File: src/rtl/operand_loader.sv
// Packs a valid/ready word stream into a frame of (a,b) operand pairs, pulses start
// when the frame is full, and serves pairs to the datapath through a registered read port.
module operand_loader #(
  parameter int N = 16,
  parameter int K = 3
) (
  input  logic         clk,
  input  logic         rst,
  input  logic [N-1:0] in_data,
  input  logic         in_valid,
  output logic         in_ready,
  input  logic         flush,
  // "release" is a reserved word in SystemVerilog, hence the frm_ prefix.
  input  logic         frm_release,
  input  logic         inpRAMen,
  input  logic [K:0]   addr,
  output logic [N-1:0] a,
  output logic [N-1:0] b,
  output logic         start,
  output logic         busy,
  output logic [K+1:0] pairs_loaded,
  output logic [1:0]   dbg_state
);

  // Handshake: a word is taken at a rising edge when in_valid && in_ready and
  // flush is low; in_ready depends only on the state, never on in_valid.

  localparam int DEPTH = 2 ** (K + 1);
  localparam logic [K+1:0] WP_LAST = '1;
  localparam logic [K+1:0] ONE     = {{(K+1){1'b0}}, 1'b1};

  typedef enum logic [1:0] {
    S_FILL = 2'd0,
    S_ARM  = 2'd1,
    S_HOLD = 2'd2
  } state_t;

  state_t         r_state;
  logic [K+1:0]   r_wp;
  logic [K+1:0]   r_pairs;
  logic           r_start;
  logic           r_busy;
  logic [N-1:0]   r_a;
  logic [N-1:0]   r_b;
  logic [2*N-1:0] r_mem [DEPTH];

  logic           w_ready;
  logic           w_accept;
  logic [K:0]     w_pair;

  assign w_ready  = (r_state == S_FILL);
  assign w_accept = in_valid && w_ready && !flush;
  assign w_pair   = r_wp[K+1:1];

  always_ff @(posedge clk or negedge rst) begin
    if (!rst) begin
      r_state <= S_FILL;
      r_wp    <= '0;
      r_pairs <= '0;
      r_start <= 1'b0;
      r_busy  <= 1'b0;
      r_a     <= '0;
      r_b     <= '0;
      for (int i = 0; i < DEPTH; i++) r_mem[i] <= '0;
    end else begin
      // Non-blocking read sees pre-write contents: read-before-write on collision.
      if (inpRAMen) begin
        r_a <= r_mem[addr][N-1:0];
        r_b <= r_mem[addr][2*N-1:N];
      end
      if (w_accept) begin
        if (r_wp[0]) r_mem[w_pair][2*N-1:N] <= in_data;
        else         r_mem[w_pair][N-1:0]   <= in_data;
      end
      r_start <= 1'b0;
      if (flush) begin
        r_state <= S_FILL;
        r_wp    <= '0;
        r_pairs <= '0;
        r_busy  <= 1'b0;
      end else begin
        case (r_state)
          S_FILL: begin
            if (w_accept) begin
              r_wp <= r_wp + ONE;
              if (r_wp[0]) r_pairs <= r_pairs + ONE;
              if (r_wp == WP_LAST) begin
                r_state <= S_ARM;
                r_start <= 1'b1;
                r_busy  <= 1'b1;
              end
            end
          end
          S_ARM: r_state <= S_HOLD;
          S_HOLD: begin
            if (frm_release) begin
              r_state <= S_FILL;
              r_pairs <= '0;
              r_busy  <= 1'b0;
            end
          end
          default: r_state <= S_FILL;
        endcase
      end
    end
  end

  assign in_ready     = w_ready;
  assign a            = r_a;
  assign b            = r_b;
  assign start        = r_start;
  assign busy         = r_busy;
  assign pairs_loaded = r_pairs;
  assign dbg_state    = r_state;

endmodule

File: config.mk
export PLATFORM = sky130hd
export DESIGN_NAME = operand_loader
export DESIGN_NICKNAME = d
export VERILOG_FILES = /design/src/rtl/operand_loader.sv
export SDC_FILE = /design/constraint.sdc
export NUM_CORES = 1
export LEC_CHECK = 0
export CAP_MARGIN = 10
export CORE_ASPECT_RATIO = 0.8
export CORE_MARGIN = 1.5
export CORE_UTILIZATION = 56
export DETAILED_ROUTE_END_ITERATION = 12
export PLACE_DENSITY = 0.85
export REMOVE_ABC_BUFFERS = 1
export SLEW_MARGIN = 20
export SYNTH_ARGS = -nofsm -noshare
export SYNTH_HDL_FRONTEND = slang
export SYNTH_SLANG_ARGS = --single-unit
File: constraint.sdc
create_clock -name clk -period 2.3 [get_ports clk]
set_input_delay 0.23 -clock clk [delete_from_list [all_inputs] [get_ports clk]]
set_output_delay 0.23 -clock clk [all_outputs]
set_load 0.01 [all_outputs]
==> impl_metrics.toml, run 1 <==
[placement]
portBuffers = 67
gp_congestion = 0.7942
hpwlAfterDp_um = 36570

[run]
max_cap_viol_count = 0

[detailed_routing]
wl_um = 60600
ant_nets = 0
firstDrtPassIters = 5
vias = 14664
drtIter0Drc = 1221
wl_per_cell_um = 26.25
post_drt_via_cell_ratio = 6.351
drc = 0

[synth]
synthArstFlopShare = 1.000
netlist.area_leader.share = 0.5622
ys_ff_latch = 558
syn_inst = 1573
synth_ff_type = "dfrtp_1"
yosysWarnings = 0
synthTopCellsByArea = "dfrtp_1 56%, mux2_2 24%, mux4_2 12%, clkbuf_1 1.7%, o22ai_1 1.6%"
yosys.area.top_type = "dfrtp_1"
yosys-top-cells-count = "558 x dfrtp_1, 524 x mux2_2, 128 x mux4_2"
synth.most_common_cell = "dfrtp_1"
synth-edff-count = 0
synth_cell_type_count = 41
synth.avg_cell_area_um2 = 15.79
ys_seq_area_frac = 0.5622
netlist_area_um2 = 24840

[pwr]
fin_total_pwr_mw = 22.03
ir_drop_mv = 0.5454
powerDensity_nw_per_um2 = 749.7
p_leak_nw = 13.94

[clock_network]
cts_buffers = 54
htreeDepth = 2
clock_tree.buffer_depth = 3
cts_tree = "done"
clk_latency_ps = 610
root_buffer = "clkbuf_16"
clock-sinks = 558
path_clk_slew_ps = 60

[critical_path]
path_class = "flip-flop to flip-flop"
r2r_start = "dbg_state[0]$_DFFE_PN0P_"
reg2reg_slack_ps = -120
critPathSlowestCell = "or4b_4"
cpPeakStageDelay_ps = 590
r2r-end = "r_mem[425]$_DFFE_PN0P_"
worstPathArrival_ps = 2920
r2r_cells = 5
end_kind = "flip-flop"
cp-start-kind = "flip-flop"
crit_path_cell_trace = "or4b_4 > or4_4 > nor2_4 > clkbuf_16 > mux2_2"
cp_max_fo = 8
crit_required_ps = 2790

[sta]
fin_hold_ws_ps = 114.5
fin_worst_skew_ps = 23.18
post-route-period-util = 1.053
relSlewSlack = 0.5109
fin_ws_ps = -122.6
worst_pin_slew_ps = 733.6
rsz0062_at_grt = "true"
hold_violations = 0
period_needed_ps = 2423
drv_slew = 0
setup_viol = 128
max_freq_mhz = 412.8

[cells_and_area]
syn2layout_area_growth_pct = 18.33
final_layout_size_suffix_gt1_frac = 0.5280
nNetsFinal = 1698
multi_input_area_um2 = 10670
utilization = 0.6759
antenna_cells = 0
seqCellArea_um2 = 13960
fill_cells = 2658

[global_route]
grt_start_max_net_pins = 116
globalRouteOverflowTotal = 0
grt_use_total = 0.2656
grt_pass1_vias = 15667
antenna_found_initial = 0
grt_pass1_wl_um = 92490

[run_status]
violations = "setup timing"
status = "complete, but fails checks"

[floorplan]
die_w_um = 238.4
start_util = 0.5712
die_area_um2 = 45630
fp.dieH_um = 191.4
ioPinCount = 68
rows = 68
coreArea_um2 = 43480

[worst_hold_path]
holdCritPathClass = "input pin to asynchronous set/reset pin"
==> cell families after synthesis <==
family,after synthesis,synth area share
mux,679,0.3656
fa+ha+maj,3,0.001512
xor+xnor,3,0.001058
compound gates,103,0.02459
buf+inv,147,0.02464
simple gates,80,0.02040
flops,558,0.5622
==> critical path, delay by kind of cell, from the launching register on <==
family,cells,cell delay (ps)
muxes,1,340
DFF,1,430
and+or+nand+nor,3,1350
buffers and inverters,1,210
==> placed cells by master (no fill, tap or decap), drive strengths merged, types with 7 or more instances in the layout <==
cell type / instances
a21oi: 34
buf: 117
clkbuf: 82
clkdlybuf4s50: 62
clkinv: 14
dfrtp: 558
mux2: 544
mux2i: 7
mux4: 128
nand2: 24
nor2: 21
nor3: 7
o22ai: 64
==> worst max path at each step <==
stage	cells after the start	slack (ps)	endpoint	from
after floorplan	4	-420	r_mem[480]$_DFFE_PN0P_	dbg_state[1]$_DFFE_PN0P_
after global placement	7	-340	r_mem[495]$_DFFE_PN0P_	in_valid
after detailed placement	7	-390	r_mem[493]$_DFFE_PN0P_	in_valid
after CTS	6	-130	r_mem[493]$_DFFE_PN0P_	dbg_state[0]$_DFFE_PN0P_
after global routing	6	-160	r_mem[163]$_DFFE_PN0P_	dbg_state[0]$_DFFE_PN0P_
final	5	-120	r_mem[425]$_DFFE_PN0P_	dbg_state[0]$_DFFE_PN0P_
==> layout make-up <==
| type | count | area share |
|---|---|---|
| repair buffers | 184 | 0.07310 |
| clock inverters | 23 | 0.008388 |
| well taps | 595 | 0.02533 |
| clock buffers | 78 | 0.05450 |
| flip-flops and latches | 558 | 0.4752 |
| inverters | 3 | 0.0003832 |
| multi-input cells | 868 | 0.3631 |
==> per-layer routing <==
layer	track usage	vias up	wire [µm]
li1	-	6078	-
met1	0.3687	8001	26130
met2	0.4338	484	29790
met3	0.03610	101	3066
met4	0.09664	0	1618
met5	0	-	0
==> where the power goes <==
part | switching, mW | total (mW) | internal [mW]
Combinational | 1.01 | 2.16 | 1.15
Sequential | 0.347 | 10.7 | 10.3
Clock | 3.89 | 9.19 | 5.30
==> registers in the layout (all words and copies together) (netlist names) <==
name          cells
b                16
a                16
r_mem           512
r_wp              5
dbg_state         2
start             1
pairs_loaded      5
busy              1
==> timing repair <==
item / in CTS / in global routing
setup endpoints to repair: 165 / 186
pin swaps: 2 / 5
gates resized for setup: 3 / 106
gates cloned: 0 / 4
hold buffers: 1 / 0
hold endpoints to repair: 457 / 0
buffers inserted: 1 / 1
==> through the flow <==
stage | area (µm²) | setup slack (ps) | setup TNS, ps | cells
after global placement | 27010 | -341.5 | -78510 | 2203
after CTS | 28890 | -130.5 | -11530 | 2306
after floorplan | 24230 | -418.5 | -54640 | 1429
after global routing | 29390 | -160.8 | -13920 | 2309
final | 29390 | -122.6 | -9692 | 2309
after detailed placement | 27010 | -392.5 | -96100 | 2203
(Power assumes the default switching activity.)
==> run 2, diff against run 1 <==
--- a/config.mk
+++ b/config.mk
@@ -8,9 +8,9 @@
 export CAP_MARGIN = 10
 export CORE_ASPECT_RATIO = 0.8
 export CORE_MARGIN = 1.5
-export CORE_UTILIZATION = 56
+export CORE_UTILIZATION = 60
 export DETAILED_ROUTE_END_ITERATION = 12
-export PLACE_DENSITY = 0.85
+export PLACE_DENSITY = 0.87
 export REMOVE_ABC_BUFFERS = 1
 export SLEW_MARGIN = 20
 export SYNTH_ARGS = -nofsm -noshare
==> constraint.sdc (replaced) <==
create_clock -name clk -period 2.51 [get_ports clk]
set_input_delay 0.251 -clock clk [delete_from_list [all_inputs] [get_ports clk]]
set_output_delay 0.251 -clock clk [all_outputs]
set_load 0.01 [all_outputs]
==> run 2 against run 1 <==
Net effect:
- worst setup slack better by 200 ps
- clock skew down 4.7 ps
- maximum frequency down 0.38%
- the run now ends clean
- clock-buffer cell count down 5
- clock power down 9.2%
==> impl_metrics.toml, run 2 (synthesis gave the netlist of run 1 again) <==
[run_status]
status = "complete, no violations"

[placement]
dp_slack_ps = -210.5
portBuffers = 67
gp_congestion = 0.8479
hpwlAfterDp_um = 35840

[global_route]
grt_start_max_net_pins = 97
globalRouteOverflowTotal = 0
grt_pass1_vias = 15897
grt_use_total = 0.2916
grt_pass1_wl_um = 93870
antenna_found_initial = 0

[sta]
tns_ps = 0
post-route-period-util = 0.9688
setup_viol = 0
hold_violations = 0
drv_slew = 0
worst_pin_slew_ps = 1088
fin_hold_ws_ps = 157.1
period_needed_ps = 2432
fin_worst_skew_ps = 18.45
fin_ws_ps = 78.21
rsz0062_at_grt = "false"
max_freq_mhz = 411.2
relSlewSlack = 0.2725

[detailed_routing]
wl_um = 59550
ant_nets = 0
drtIter0Drc = 1236
vias = 14623
wl_per_cell_um = 26.51
drc = 0
firstDrtPassIters = 5
post_drt_via_cell_ratio = 6.511

[cells_and_area]
multi_input_area_um2 = 10270
fill_cells = 2431
utilization = 0.7048
final_layout_size_suffix_gt1_frac = 0.5118
antenna_cells = 0
largest_reg_flops = 512
mostFrequentLayoutCells = "558 x dfrtp_1, 524 x mux2_2, 128 x mux4_2"
seqCellArea_um2 = 13960
syn2layout_area_growth_pct = 15.53
top_register = "r_mem"
nNetsFinal = 1688
mostFrequentLayoutCell = "dfrtp_1"

[clock_network]
post-cts-setup-buffers = 0
cts_buffers = 54
clk_latency_ps = 610
clock_tree.buffer_depth = 3
htreeDepth = 2
clock-sinks = 558
root_buffer = "clkbuf_16"
cts_tree = "done"
path_clk_slew_ps = 60

[floorplan]
ioPinCount = 68
fp.dieH_um = 185.0
die_area_um2 = 42630
die_w_um = 230.5
start_util = 0.6100
coreArea_um2 = 40710
rows = 66

[pwr]
ir_drop_mv = 0.5301
p_leak_nw = 13.64
powerDensity_nw_per_um2 = 694.3

[critical_path]
crit_path_cell_trace = "or4b_4 > or4_1 > buf_4 > nor3_4 > buf_12 > mux2_1"
path_class = "flip-flop to flip-flop"
critPathSlowestCell = "or4b_4"
cp_max_fo = 16
cpPeakStageDelay_ps = 580
worstPathArrival_ps = 2920
cp-start-kind = "flip-flop"
end_kind = "flip-flop"
crit_required_ps = 2990

[run]
max_cap_viol_count = 0

[worst_hold_path]
holdCritPathClass = "input pin to asynchronous set/reset pin"
[run 2: changes by cell type in the layout (fill, tap and decap cells not counted), sizes merged]
cell,previous run,this run
clkbuf,82,73
buf,117,111
clkinv,14,17
bufinv,4,6
clkinvlp,2,1
inv,6,5
[run 2: final timing paths]
path | startpoint | slack (ps) | cells past startpoint | to
max | dbg_state[1]$_DFFE_PN0P_ | 80 | 6 | r_mem[489]$_DFFE_PN0P_
min | rst | 160 | 2 | r_mem[310]$_DFFE_PN0P_
max reg2reg | dbg_state[1]$_DFFE_PN0P_ | 80 | 6 | r_mem[489]$_DFFE_PN0P_
min reg2reg | r_mem[494]$_DFFE_PN0P_ | 490 | 1 | r_mem[494]$_DFFE_PN0P_
max in group asynchronous | rst | 1480 | 3 | r_mem[11]$_DFFE_PN0P_
min in group clk | addr[2] | 310 | 4 | b[10]$_DFFE_PN0P_
[run 2: metrics by stage]
stage / instance area, µm² / std cells / power, mW
after detailed placement: 26870 / 2146 / 11.70
after global routing: 28690 / 2246 / 20.57
after floorplan: 24230 / 1429 / 10.68
after global placement: 26870 / 2146 / 11.60
after CTS: 28690 / 2246 / 20.01
final: 28690 / 2246 / 19.92
[run 2: power breakdown]
group | total, mW | switching [mW] | internal (mW)
logic | 1.83 | 0.915 | 0.913
registers | 9.75 | 0.285 | 9.46
clock network | 8.34 | 3.50 | 4.84
[run 2: routing by layer]
metal	wire [µm]	up-vias	track usage	part of all wire
met2	29450	460	0.4790	0.49
met1	25280	8018	0.4012	0.42
met5	0	-	0	0
li1	-	6045	-	-
met4	1463	0	0.1001	0.025
met3	3355	100	0.04695	0.056
[run 2: critical path, delay by kind of cell (launching register included)]
| kind | cells | cell delay (ps) |
|---|---|---|
| buf+inv | 2 | 390 |
| mux | 1 | 340 |
| simple gates | 3 | 1180 |
| flops | 1 | 390 |
[run 2: cell type report]
cell class / count / area share
Timing Repair Buffer: 174 / 0.06794
Clock inverter: 26 / 0.01051
Tap cell: 544 / 0.02372
Inverter: 3 / 0.0003925
Multi-Input combinational cell: 868 / 0.3581
Sequential cell: 558 / 0.4867
Clock buffer: 73 / 0.05272
[run 2: what timing repair did]
item                      CTS  global route
hold endpoints to repair  150             0
hold buffers                1             0
gates resized for setup     0             0
==> run 3, diff against run 2 <==
--- a/config.mk
+++ b/config.mk
@@ -12,6 +12,7 @@
 export DETAILED_ROUTE_END_ITERATION = 12
 export PLACE_DENSITY = 0.87
 export REMOVE_ABC_BUFFERS = 1
+export SETUP_SLACK_MARGIN = 0.15
 export SLEW_MARGIN = 20
 export SYNTH_ARGS = -nofsm -noshare
 export SYNTH_HDL_FRONTEND = slang
==> run 3 against run 2 <==
Net effect:
- the flow now finishes with violations (setup timing)
- non-clock buffer count increased by 10
- critical path depth increased by 1
- critical endpoint is now r_mem[485]$_DFFE_PN0P_
- total power increased by 0.31%
==> impl_metrics.toml, run 3 (synthesis gave the netlist of run 1 again) <==
[run_status]
status = "complete, but fails checks"
violations = "setup timing"

[critical_path]
cp-start-kind = "flip-flop"
cp_max_fo = 8
end_kind = "flip-flop"
worstPathArrival_ps = 3060
path_class = "flip-flop to flip-flop"
crit_required_ps = 2990

[sta]
post-route-period-util = 1.029
fin_ws_ps = -73.17
worst_pin_slew_ps = 1104
fin_worst_skew_ps = 21.19
tns_ps = -124.6
relSlewSlack = 0.2616
rsz0062_at_grt = "true"
drv_slew = 0
hold_violations = 0
setup_viol = 7
period_needed_ps = 2583
max_freq_mhz = 387.1

[worst_hold_path]
holdCritPathClass = "input pin to asynchronous set/reset pin"

[floorplan]
die_area_um2 = 42630
ioPinCount = 68
rows = 66
die_w_um = 230.5
coreArea_um2 = 40710
fp.dieH_um = 185.0
start_util = 0.6100

[cells_and_area]
mostFrequentLayoutCells = "558 x dfrtp_1, 510 x mux2_2, 128 x mux4_2"
top_register = "r_mem"
mostFrequentLayoutCell = "dfrtp_1"
utilization = 0.7118
syn2layout_area_growth_pct = 16.69
final_layout_size_suffix_gt1_frac = 0.5164
nNetsFinal = 1698
largest_reg_flops = 512
antenna_cells = 0
design_area_um2 = 28980

[detailed_routing]
firstDrtPassIters = 5
vias = 14737
drc = 0
ant_nets = 0
drtIter0Drc = 1293
wl_per_cell_um = 27.14
post_drt_via_cell_ratio = 6.532
wl_um = 61230

[pwr]
comb_power_share = 0.093
p_leak_nw = 13.76
p_clk_frac = 0.418
swShare = 0.2374
fin_total_pwr_mw = 19.98
p_seq_frac = 0.488
ir_drop_mv = 0.5375
power.internal_mw = 15.24
p_switching_mw = 4.744
powerDensity_nw_per_um2 = 689.6

[global_route]
grt_use_total = 0.2926
grt_start_max_net_pins = 97
grt_pass1_vias = 15873
globalRouteOverflowTotal = 0
antenna_found_initial = 0
grt_pass1_wl_um = 94100

[clock_network]
root_buffer = "clkbuf_16"
cts_buffers = 54
path_clk_slew_ps = 60
clock-sinks = 558
cts_tree = "done"
clock_tree.buffer_depth = 3
clk_latency_ps = 610
htreeDepth = 2

[placement]
hpwlAfterDp_um = 35840
portBuffers = 67
gp_congestion = 0.8479
place_area_um2 = 26870
dp_slack_ps = -210.5

[run]
max_cap_viol_count = 0
## run 3: cell count changes in the layout (fill, tap and decap cells not counted), sizes merged
| cell | before | now |
|---|---|---|
| buf | 111 | 116 |
| clkbuf | 73 | 78 |
## run 3: area by class of cell
cell class              instances  area (µm²)
inverters                       3       11.26
repair buffers                184        2155
clock inverters                26       301.5
clock buffers                  73        1513
fillers                      2364       11730
well taps                     544       680.7
multi-input cells             868       10350
flip-flops and latches        558       13960
## run 3: path summary, 6_finish.rpt
check,start,end,slack (ps),cells after the start
max,dbg_state[1]$_DFFE_PN0P_,r_mem[485]$_DFFE_PN0P_,-70,7
min,rst,r_mem[310]$_DFFE_PN0P_,150,2
max reg2reg,dbg_state[1]$_DFFE_PN0P_,r_mem[485]$_DFFE_PN0P_,-70,7
min reg2reg,r_mem[494]$_DFFE_PN0P_,r_mem[494]$_DFFE_PN0P_,490,1
max in group asynchronous,rst,r_mem[332]$_DFFE_PN0P_,1460,3
min in group clk,addr[2],b[10]$_DFFE_PN0P_,310,4
## run 3: routing by layer
metal  track usage  part of all wire  up-vias
li1              -                 -     6058
met1        0.4028              0.42     7991
met2        0.4807              0.49      563
met3       0.04757             0.063      125
met4       0.09935             0.028        0
met5             0                 0        -
## run 3: power groups by stage
stage	registers [mW]	logic (mW)	clock network [mW]
after floorplan	9.82	0.855	0
after global placement	9.86	1.74	0
after detailed placement	9.89	1.81	0
after CTS	9.74	1.85	8.43
after global routing	9.79	1.99	8.82
final	9.76	1.87	8.36
## run 3: through the flow
step           hold slack [ps]  instances
2_1_floorplan           -44.59       1429
3_3_place_gp             198.7       2146
3_5_place_dp             204.0       2146
4_1_cts                  151.2       2249
5_1_grt                  187.8       2256
6_report                 152.8       2256
## run 3: repair_timing
action	in CTS	in global routing
cloned	1	5
endpoints found under the hold margin	150	0
setup buffers	2	2
gates resized for setup	3	23
pin swaps	0	6
setup endpoints to repair	80	219
hold buffers	1	0
## run 3: critical path, stage by stage (launching register included)
cell,delay [ps]
dfrtp_1,390
or4b_4,590
or4_4,440
buf_6,160
nor3_4,170
buf_4,190
buf_16,130
mux2_1,370
